File: config.mk
export PLATFORM = sky130hd
export DESIGN_NAME = logic_pipe_unit
export DESIGN_NICKNAME = d
export VERILOG_FILES = /design/src/rtl/logic_pipe_unit.sv
export SDC_FILE = /design/constraint.sdc
export NUM_CORES = 1
export LEC_CHECK = 0
export ABC_CLOCK_PERIOD_IN_PS = 1900
export CAP_MARGIN = 20
export CORE_MARGIN = 2
export CORE_UTILIZATION = 54
export CTS_BUF_LIST = sky130_fd_sc_hd__clkbuf_8
export DETAILED_ROUTE_END_ITERATION = 8
export PLACE_DENSITY = 0.84
export SLEW_MARGIN = 25
export SYNTH_ARGS = -nofsm -noshare
export SYNTH_HDL_FRONTEND = slang
export SYNTH_SLANG_ARGS = --single-unit
File: constraint.sdc
create_clock -name CLK -period 1.9 [get_ports CLK]
set_clock_uncertainty 0.05 [all_clocks]
set_input_delay 0.285 -clock CLK [delete_from_list [all_inputs] [get_ports CLK]]
set_output_delay 0.285 -clock CLK [all_outputs]
set_load 0.02 [all_outputs]
File: src/rtl/logic_pipe_unit.sv
// rtl/logic_pipe_unit.sv - two-entry bitwise logic pipeline with valid/ready handshakes
// Optional drained-beat counter on OP_CNT when LOGIC_PIPE_UNIT_CNT_EN is defined.
module logic_pipe_unit #(
    parameter int WIDTH = 8
) (
    input  logic             CLK,
    input  logic             RSTn,
    input  logic [WIDTH-1:0] IN0,
    input  logic [WIDTH-1:0] IN1,
    input  logic [2:0]       OP,
    input  logic             IN_VALID,
    output logic             IN_READY,
    output logic [WIDTH-1:0] OUT0,
    output logic             OUT_VALID,
`ifdef LOGIC_PIPE_UNIT_CNT_EN
    input  logic             OUT_READY,
    output logic [15:0]      OP_CNT
`else
    input  logic             OUT_READY
`endif
);

    localparam logic [1:0] ST_EMPTY = 2'd0;
    localparam logic [1:0] ST_ONE   = 2'd1;
    localparam logic [1:0] ST_FULL  = 2'd2;

    logic [1:0]       state;
    logic             live;
    logic [WIDTH-1:0] head;
    logic [WIDTH-1:0] tail;
    logic [WIDTH-1:0] result;
    logic             accept;
    logic             drain;

    always_comb begin
        result = '0;
        case (OP)
            3'b000:  result = IN0 & IN1;
            3'b001:  result = IN0 | IN1;
            3'b010:  result = ~(IN0 | IN1);
            3'b011:  result = ~(IN0 & IN1);
            3'b100:  result = IN0 ^ IN1;
            3'b101:  result = ~(IN0 ^ IN1);
            3'b110:  result = ~IN0;
            default: result = IN0;
        endcase
    end

    // live holds IN_READY low through reset and until the first edge after release
    assign IN_READY  = live && (state != ST_FULL);
    assign OUT_VALID = (state != ST_EMPTY);
    assign OUT0      = head;
    assign accept    = IN_VALID && IN_READY;
    assign drain     = OUT_VALID && OUT_READY;

    // Vacated slots are cleared so OUT0 reads zero whenever nothing is held
    always_ff @(posedge CLK or negedge RSTn) begin
        if (!RSTn) begin
            state <= ST_EMPTY;
            live  <= 1'b0;
            head  <= '0;
            tail  <= '0;
        end else begin
            live <= 1'b1;
            case (state)
                ST_EMPTY: begin
                    if (accept) begin
                        head  <= result;
                        state <= ST_ONE;
                    end
                end
                ST_ONE: begin
                    if (accept && drain) begin
                        head <= result;
                    end else if (accept) begin
                        tail  <= result;
                        state <= ST_FULL;
                    end else if (drain) begin
                        head  <= '0;
                        state <= ST_EMPTY;
                    end
                end
                ST_FULL: begin
                    if (drain) begin
                        head  <= tail;
                        tail  <= '0;
                        state <= ST_ONE;
                    end
                end
                default: begin
                    state <= ST_EMPTY;
                    head  <= '0;
                    tail  <= '0;
                end
            endcase
        end
    end

`ifdef LOGIC_PIPE_UNIT_CNT_EN
    always_ff @(posedge CLK or negedge RSTn) begin
        if (!RSTn) begin
            OP_CNT <= 16'h0000;
        end else if (drain && (OP_CNT != 16'hFFFF)) begin
            OP_CNT <= OP_CNT + 16'h0001;
        end
    end
`endif

endmodule

======== Word level (Yosys, flattened, before mapping) ========
Cells that the tools add are included.
word-level totals
  bits in registers ....................... 19
operators by class
  bitwise logic cells ..................... 8
  eq/ne operators ......................... 16
  multiplexer cells ....................... 15
  reductions and logical operators ........ 10
operators with widths
  operator              number
  $pmux W8 S7           1
  $mux W8               6
  $pmux W8 S3           2
  $not A8 Y8            4
  $reduce_and A4 Y1     3
  $mux W2               5
  $ne A2 B2 Y1 const B  5
  $eq A3 B3 Y1 const B  3
  $ne A3 B3 Y1 const B  3
  $and A8 B8 Y8         1
  $or A8 B8 Y8          1
  $xor A8 B8 Y8         1
  $eq A3 B2 Y1 const B  2
  $pmux W2 S3           1
  $logic_and A1 B1 Y1   4
  $eq A3 B1 Y1 const B  1
  $logic_not A3 Y1      1
  $eq A2 B1 Y1 const B  1
  $eq A2 B2 Y1 const B  1
  $logic_not A2 Y1      1
  $reduce_bool A2 Y1    1
  $not A1 Y1            1

======== Logic depth before layout (Yosys ltp) ========
Gate-level depths: netlist of the first run.
  depth in word-level cells ............... 6
  depth in mapped cells ................... 7
  depth with buffers taken out ............ 6

======== Worst setup path after synthesis of the first run ========
Ideal clock, no wire load.
  path kind ............................... input to register
  from .................................... input IN0[6]
  to ...................................... register head[6], in the netlist OUT0[6]
  stages .................................. 6
  arrival time ............................ 1.321 ns
  slack ................................... 0.399 ns
  path through ............................ inv_1 > ha_1 > nand2_1 > mux4_2 > a32oi_1 > o21ai_0
on the way
  word-level cells in the longest chain between the ends .. 5
ends and longest elaborated chain
  element                                RTL line    text
  start: declaration                     8           input logic [WIDTH-1:0] IN0,
  $xor A8 B8 Y8 (tied with other cells)  42, 43
  $not A8 Y8, on equally long branches   43, 40, 41
  $pmux W8 S7 (*)                        37          case (OP)
  $mux W8, on equally long branches      73, 67
  $pmux W8 S3 (*)                        65          case (state)
  end signal: assignment                 68          head <= result;
  end signal: assignment                 74          head <= result;
  end signal: assignment                 85          head <= tail;
  end: declaration                       29          logic [WIDTH-1:0] head;
Every way passes the cells marked *; elsewhere a longest branch is shown, timed or not. The select of a mux whose other input is x is not followed.
A chain may end at the register's enable or synchronous reset.

======== Worst setup path in the final report of the first run ========
  from .................................... input IN0[6]
  to ...................................... register tail[6]
on the way
  word-level cells in the longest chain between the ends .. 6
ends and longest elaborated chain
  element                                RTL line    text
  $xor A8 B8 Y8 (tied with other cells)  42, 43
  $not A8 Y8, on equally long branches   43, 40, 41
  $pmux W8 S7 (*)                        37
  $mux W8 (*)                            75          end else if (accept) begin
  $mux W8 (*)                            73          if (accept && drain) begin
  $pmux W8 S3 (*)                        65
  end signal: assignment                 76          tail <= result;
  end: declaration                       30          logic [WIDTH-1:0] tail;
Marks and branches as above.

==> results.json, run 1 <==
{
  "clkTransAtPathRegs_ns": 0.07,
  "cts_buffers": 3,
  "ys_ff_latch": 19,
  "ys_warn_count": 0,
  "peakVddDrop_mv": 0.2422,
  "critPathCaptureType": "flop",
  "maxCapViolations": 0,
  "diodes": 0,
  "reg2reg_depth": 4,
  "startpoint_type": "primary input",
  "grt_overflow_total": 0,
  "start_util_pct": 56.57,
  "ys_types": 46,
  "grt_pass1_vias": 1527,
  "io_pins": 33,
  "syn_area_mm2": 0.001713,
  "wire_per_inst_um": 13.01,
  "first_iter_violations": 71,
  "cts_tree": "done",
  "die_h_um": 60.32,
  "area_growth_pct": 34.84,
  "yosys.area.top_type_share_pct": 27.76,
  "setup_viol": 0,
  "syn_avg_cell_area_um2": 8.608,
  "crit_required_ns": 1.99,
  "synth_edf_count": 0,
  "post-route-drc-count": 0,
  "finalCriticalPeriod_ns": 1.848,
  "grt_usage_pct": 23.20,
  "cp.arrival_ns": 1.94,
  "hold_class": "in -> async",
  "criticalPathCategory": "in -> reg",
  "fin_crit_sh_pct": 97.28,
  "ant_nets": 0,
  "grt_start_max_net_pins": 23,
  "num_vias": 1661,
  "cts_max_level": 1,
  "fmax_ghz": 0.5410,
  "die_x_um": 60.32,
  "post-dp-hpwl_um": 3075,
  "cts_hold_repair.buffers": 0,
  "tightest_slew_ns": 0.5930,
  "path_max_fanout": 2,
  "hold_viol_final": 0,
  "fin_hold_ws_ns": 0.3071,
  "fin_nets": 294,
  "status": "completed",
  "antenna_found_initial": 0,
  "num-fill-cells": 218,
  "cts-root-buf": "clkbuf_8",
  "fp-row-count": 20,
  "grt_pass1_wl_um": 6499,
  "power.density_mw_per_mm2": 605.4,
  "slew_viol_final": 0,
  "yosysTopAreaCell": "dfrtp_1",
  "yosysSeqAreaShare_pct": 27.76,
  "drt-total-wl_um": 3876,
  "setup-tns-final_ns": 0,
  "synth.cells.most_frequent": "dfrtp_1 (19), inv_1 (19), ha_1 (16), o21ai_0 (16), nand2_1 (12)",
  "async_flop_share_pct": 100.0,
  "place_congestion": 0.8195,
  "p_leak_uw": 0.001109,
  "die-area_mm2": 0.003639,
  "netlist_top_cells_area": "dfrtp_1 (28%), ha_1 (12%), mux2i_1 (4.7%)",
  "slew_headroom_pct": 60.32,
  "core_area_mm2": 0.003028,
  "cts.sinks": 19,
  "routed_via_density": 5.574,
  "syn-num-nets": 238,
  "io_buffer_count": 32,
  "syn-instance-count": 199,
  "post_cts_buffers": 0,
  "clock_latency_ns": 0.26,
  "drive_above_1_share_pct": 17.72,
  "cts_buffer_depth": 2,
  "firstDrtPassIters": 4,
  "ys.flop_type": "dfrtp_1"
}
[state kept, by name, indices dropped and copies added (netlist names)]
name / count
OUT0: 8
tail: 8
state: 2
live: 1
[power breakdown]
part           switching [uW]  internal, uW
registers                55.5           490
logic                     275           301
clock network             132           144
total                     463           935
[worst max-delay path: stages]
cell and delay, ns:
clkdlybuf4s50_1 0.47, inv_1 0.06, ha_1 0.30, nand2_1 0.06
mux4_2 0.47, a32oi_2 0.19, o21ai_0 0.11
[path summary, 6_finish.rpt]
kind | slack [ns] | startpoint | end
max in group asynchronous | 1.28 | RSTn | state[0]$_DFFE_PN0P_
worst max register to register | 0.27 | state[0]$_DFFE_PN0P_ | OUT0[7]$_DFFE_PN0P_
worst min register to register | 0.43 | tail[5]$_DFFE_PN0P_ | tail[5]$_DFFE_PN0P_
worst max-delay path | 0.05 | IN0[6] | tail[6]$_DFFE_PN0P_
worst min-delay path | 0.31 | RSTn | OUT0[5]$_DFFE_PN0P_
min in group CLK | 0.43 | tail[5]$_DFFE_PN0P_ | tail[5]$_DFFE_PN0P_
[cell type report]
cell class,count,area [um^2],area share [%]
Inverter,19,71.32,3.088
Clock inverter,1,3.754,0.1625
Timing Repair Buffer,60,546.8,23.67
Clock buffer,3,41.29,1.788
Tap cell,44,55.05,2.384
Multi-Input combinational cell,152,1115,48.27
Sequential cell,19,476.7,20.64
[what timing repair did]
item                                    CTS  global route
pin swaps                                 0             1
cloned                                    0             0
gates resized for setup                   2             4
endpoints found under the setup margin    1             5
[per-stage QoR]
step | std cells | setup slack [ns] | cell area, um^2 | util [%] | total power [uW]
floorplan | 199 | 0.3989 | 1713 | - | 856.9
global placement | 294 | -0.1487 | 2252 | 74.38 | 1102
detailed placement | 294 | -0.2405 | 2252 | 74.38 | 1123
CTS | 298 | 0.03079 | 2297 | 75.87 | 1398
global route | 298 | -0.03732 | 2310 | 76.28 | 1473
finish | 298 | 0.05167 | 2310 | 76.28 | 1398
[metal layers]
metal,track usage (%),up-vias,wire length [um]
met4,8.254,0,39
met3,2.814,5,182
met5,0,-,0
met1,29.93,778,1783
li1,-,828,-
met2,39.75,50,1872
[cell usage in the layout, fill, tap and decap left out, types with 8 or more instances in the layout]
master	instances
inv_1	20
buf_4	27
clkdlybuf4s50_1	29
a21oi_1	8
dfrtp_1	18
nor2_1	9
ha_1	16
mux2i_1	8
nand2_1	12
o21ai_0	15
[kinds of logic (layout without fill, tap and decap cells)]
kind of cell | Yosys count | in the layout | synth area share (%)
simple gates | 65 | 65 | 21.84
mux | 14 | 14 | 9.277
other cells | 1 | 1 | 0.2189
flops | 19 | 19 | 27.76
fa+ha+maj | 16 | 16 | 11.69
compound gates | 56 | 56 | 21.62
buf+inv | 28 | 83 | 7.597
No activity file was read; power rests on OpenSTA's default activity.
==> inputs of run 2 (changes only) <==
--- a/config.mk
+++ b/config.mk
@@ -7,7 +7,6 @@
 export LEC_CHECK = 0
 export ABC_CLOCK_PERIOD_IN_PS = 1900
 export CAP_MARGIN = 20
-export CORE_MARGIN = 2
 export CORE_UTILIZATION = 54
 export CTS_BUF_LIST = sky130_fd_sc_hd__clkbuf_8
 export DETAILED_ROUTE_END_ITERATION = 8
==> run 2 against run 1 <==
  * First-iteration DRC count grew 61%
  * Die area shrank 6.5%
  * Global-route usage grew 3.1 points
  * Worst hold slack lost 0.0065 ns
  * Non-clock buffer count shrank 1
  * Critical path type unchanged
  * Highest routed layer unchanged
==> results.json, run 2 (same netlist as run 1, synthesis figures left out) <==
{
  "postPlaceCellArea_mm2": 0.002245,
  "final_common_cell": "clkdlybuf4s50_1",
  "power.density_mw_per_mm2": 612.0,
  "post_cts_buffers": 0,
  "io_buffer_count": 32,
  "critPathTopFamily": "buffers and inverters",
  "grt_start_max_net_pins": 20,
  "slew_headroom_pct": 60.21,
  "clkTransAtPathRegs_ns": 0.08,
  "grt_pass1_wl_um": 6934,
  "cts_tree": "done",
  "fp-row-count": 20,
  "cts-root-buf": "clkbuf_8",
  "routed_via_density": 5.657,
  "clock_latency_ns": 0.26,
  "stdcell_count": 297,
  "criticalPathCategory": "in -> reg",
  "stdcell_area_mm2": 0.002303,
  "num-fill-cells": 227,
  "placed_cells": 293,
  "grt_usage_pct": 26.32,
  "drt-total-wl_um": 4053,
  "ant_nets": 0,
  "rsz0062_at_grt": "no",
  "setup_viol": 0,
  "worst-path-buf-inv": 2,
  "finalWorstSetupSlack_ns": 0.08384,
  "multiInputGateArea_mm2": 0.001115,
  "post-route-drc-count": 0,
  "io_pins": 33,
  "finalPower_uw": 1410,
  "grt_pass1_vias": 1576,
  "core_area_mm2": 0.003028,
  "cts.sinks": 19,
  "cts_max_level": 1,
  "path_max_fanout": 2,
  "fin_nets": 293,
  "cts_buffers": 3,
  "hold_viol_final": 0,
  "hold_class": "in -> async",
  "antenna_found_initial": 0,
  "maxCapViolations": 0,
  "crit_chain": "clkdlybuf4s50_1, inv_1, ha_1, nand2_1, mux4_2, a32oi_2, o21ai_0",
  "finalCriticalPeriod_ns": 1.816,
  "slew_viol_final": 0,
  "diodes": 0,
  "die-area_mm2": 0.003401,
  "die_x_um": 58.32,
  "tightest_slew_ns": 0.5947,
  "firstDrtPassIters": 4,
  "cp_slowest_cell": "clkdlybuf4s50_1",
  "final_cell_mix": "clkdlybuf4s50_1 (29), buf_4 (26), inv_1 (19)",
  "cts_buffer_depth": 2,
  "critPathCaptureType": "flop",
  "start_util_pct": 56.57,
  "cp.arrival_ns": 1.92,
  "area_growth_pct": 34.48,
  "crit_required_ns": 2.00,
  "regArea_um2": 476.7,
  "place_ws_ns": -0.2358,
  "drive_above_1_share_pct": 17.79,
  "place_congestion": 0.8400,
  "status": "completed",
  "p_leak_uw": 0.001103,
  "post-dp-hpwl_um": 3169,
  "num_vias": 1680,
  "fin_crit_sh_pct": 95.59,
  "wire_per_inst_um": 13.65,
  "grt_overflow_total": 0,
  "peakVddDrop_mv": 0.2538,
  "setup-tns-final_ns": 0,
  "die_h_um": 58.32,
  "first_iter_violations": 114,
  "cp_slowest_stage_delay_ns": 0.47,
  "cts_hold_repair.buffers": 0,
  "fmax_ghz": 0.5506,
  "startpoint_type": "primary input"
}
## run 2: routing by layer
metal | part of all wire, % | up-vias | track usage [%]
li1 | - | 823 | -
met1 | 46 | 802 | 36.41
met2 | 49 | 50 | 43.84
met3 | 3.9 | 5 | 1.978
met4 | 1.1 | 0 | 8.844
met5 | 0 | - | 0
## run 2: cell type report
class,instances,share of cell area (%)
inverter,19,3.096
multi-input combinational,152,48.40
clock inverter,1,0.2173
tap,44,2.390
sequential,19,20.70
timing repair buffer,59,23.41
clock buffer,3,1.793
## run 2: timing repair
action | 4_1_cts | 5_1_grt
cloned | 0 | 0
setup endpoints to repair | 1 | 4
pin swaps | 0 | 1
resized for setup | 2 | 4
## run 2: where the power goes
part	internal [uW]	leakage, uW	switching [uW]
logic	295	0.000831	276
registers	490	0.000247	58.6
clock network	146	0.0000255	144
total	931	0.00110	478
## run 2: path summary, 6_finish.rpt
check	startpoint	end	slack, ns	cells after the start
min in group CLK	tail[3]$_DFFE_PN0P_	tail[3]$_DFFE_PN0P_	0.44	2
hold / removal	RSTn	OUT0[4]$_DFFE_PN0P_	0.30	2
setup / recovery	IN0[6]	tail[6]$_DFFE_PN0P_	0.08	7
setup reg to reg	state[1]$_DFFE_PN0P_	OUT0[4]$_DFFE_PN0P_	0.25	4
max in group asynchronous	RSTn	state[0]$_DFFE_PN0P_	1.27	2
hold reg to reg	tail[3]$_DFFE_PN0P_	tail[3]$_DFFE_PN0P_	0.44	2
## run 2: per-stage QoR
step | utilization, % | hold slack [ns]
2_1_floorplan | - | -0.06059
3_3_place_gp | 74.13 | 0.4117
3_5_place_dp | 74.13 | 0.4220
4_1_cts | 75.66 | 0.3143
5_1_grt | 76.07 | 0.3312
6_report | 76.07 | 0.3005
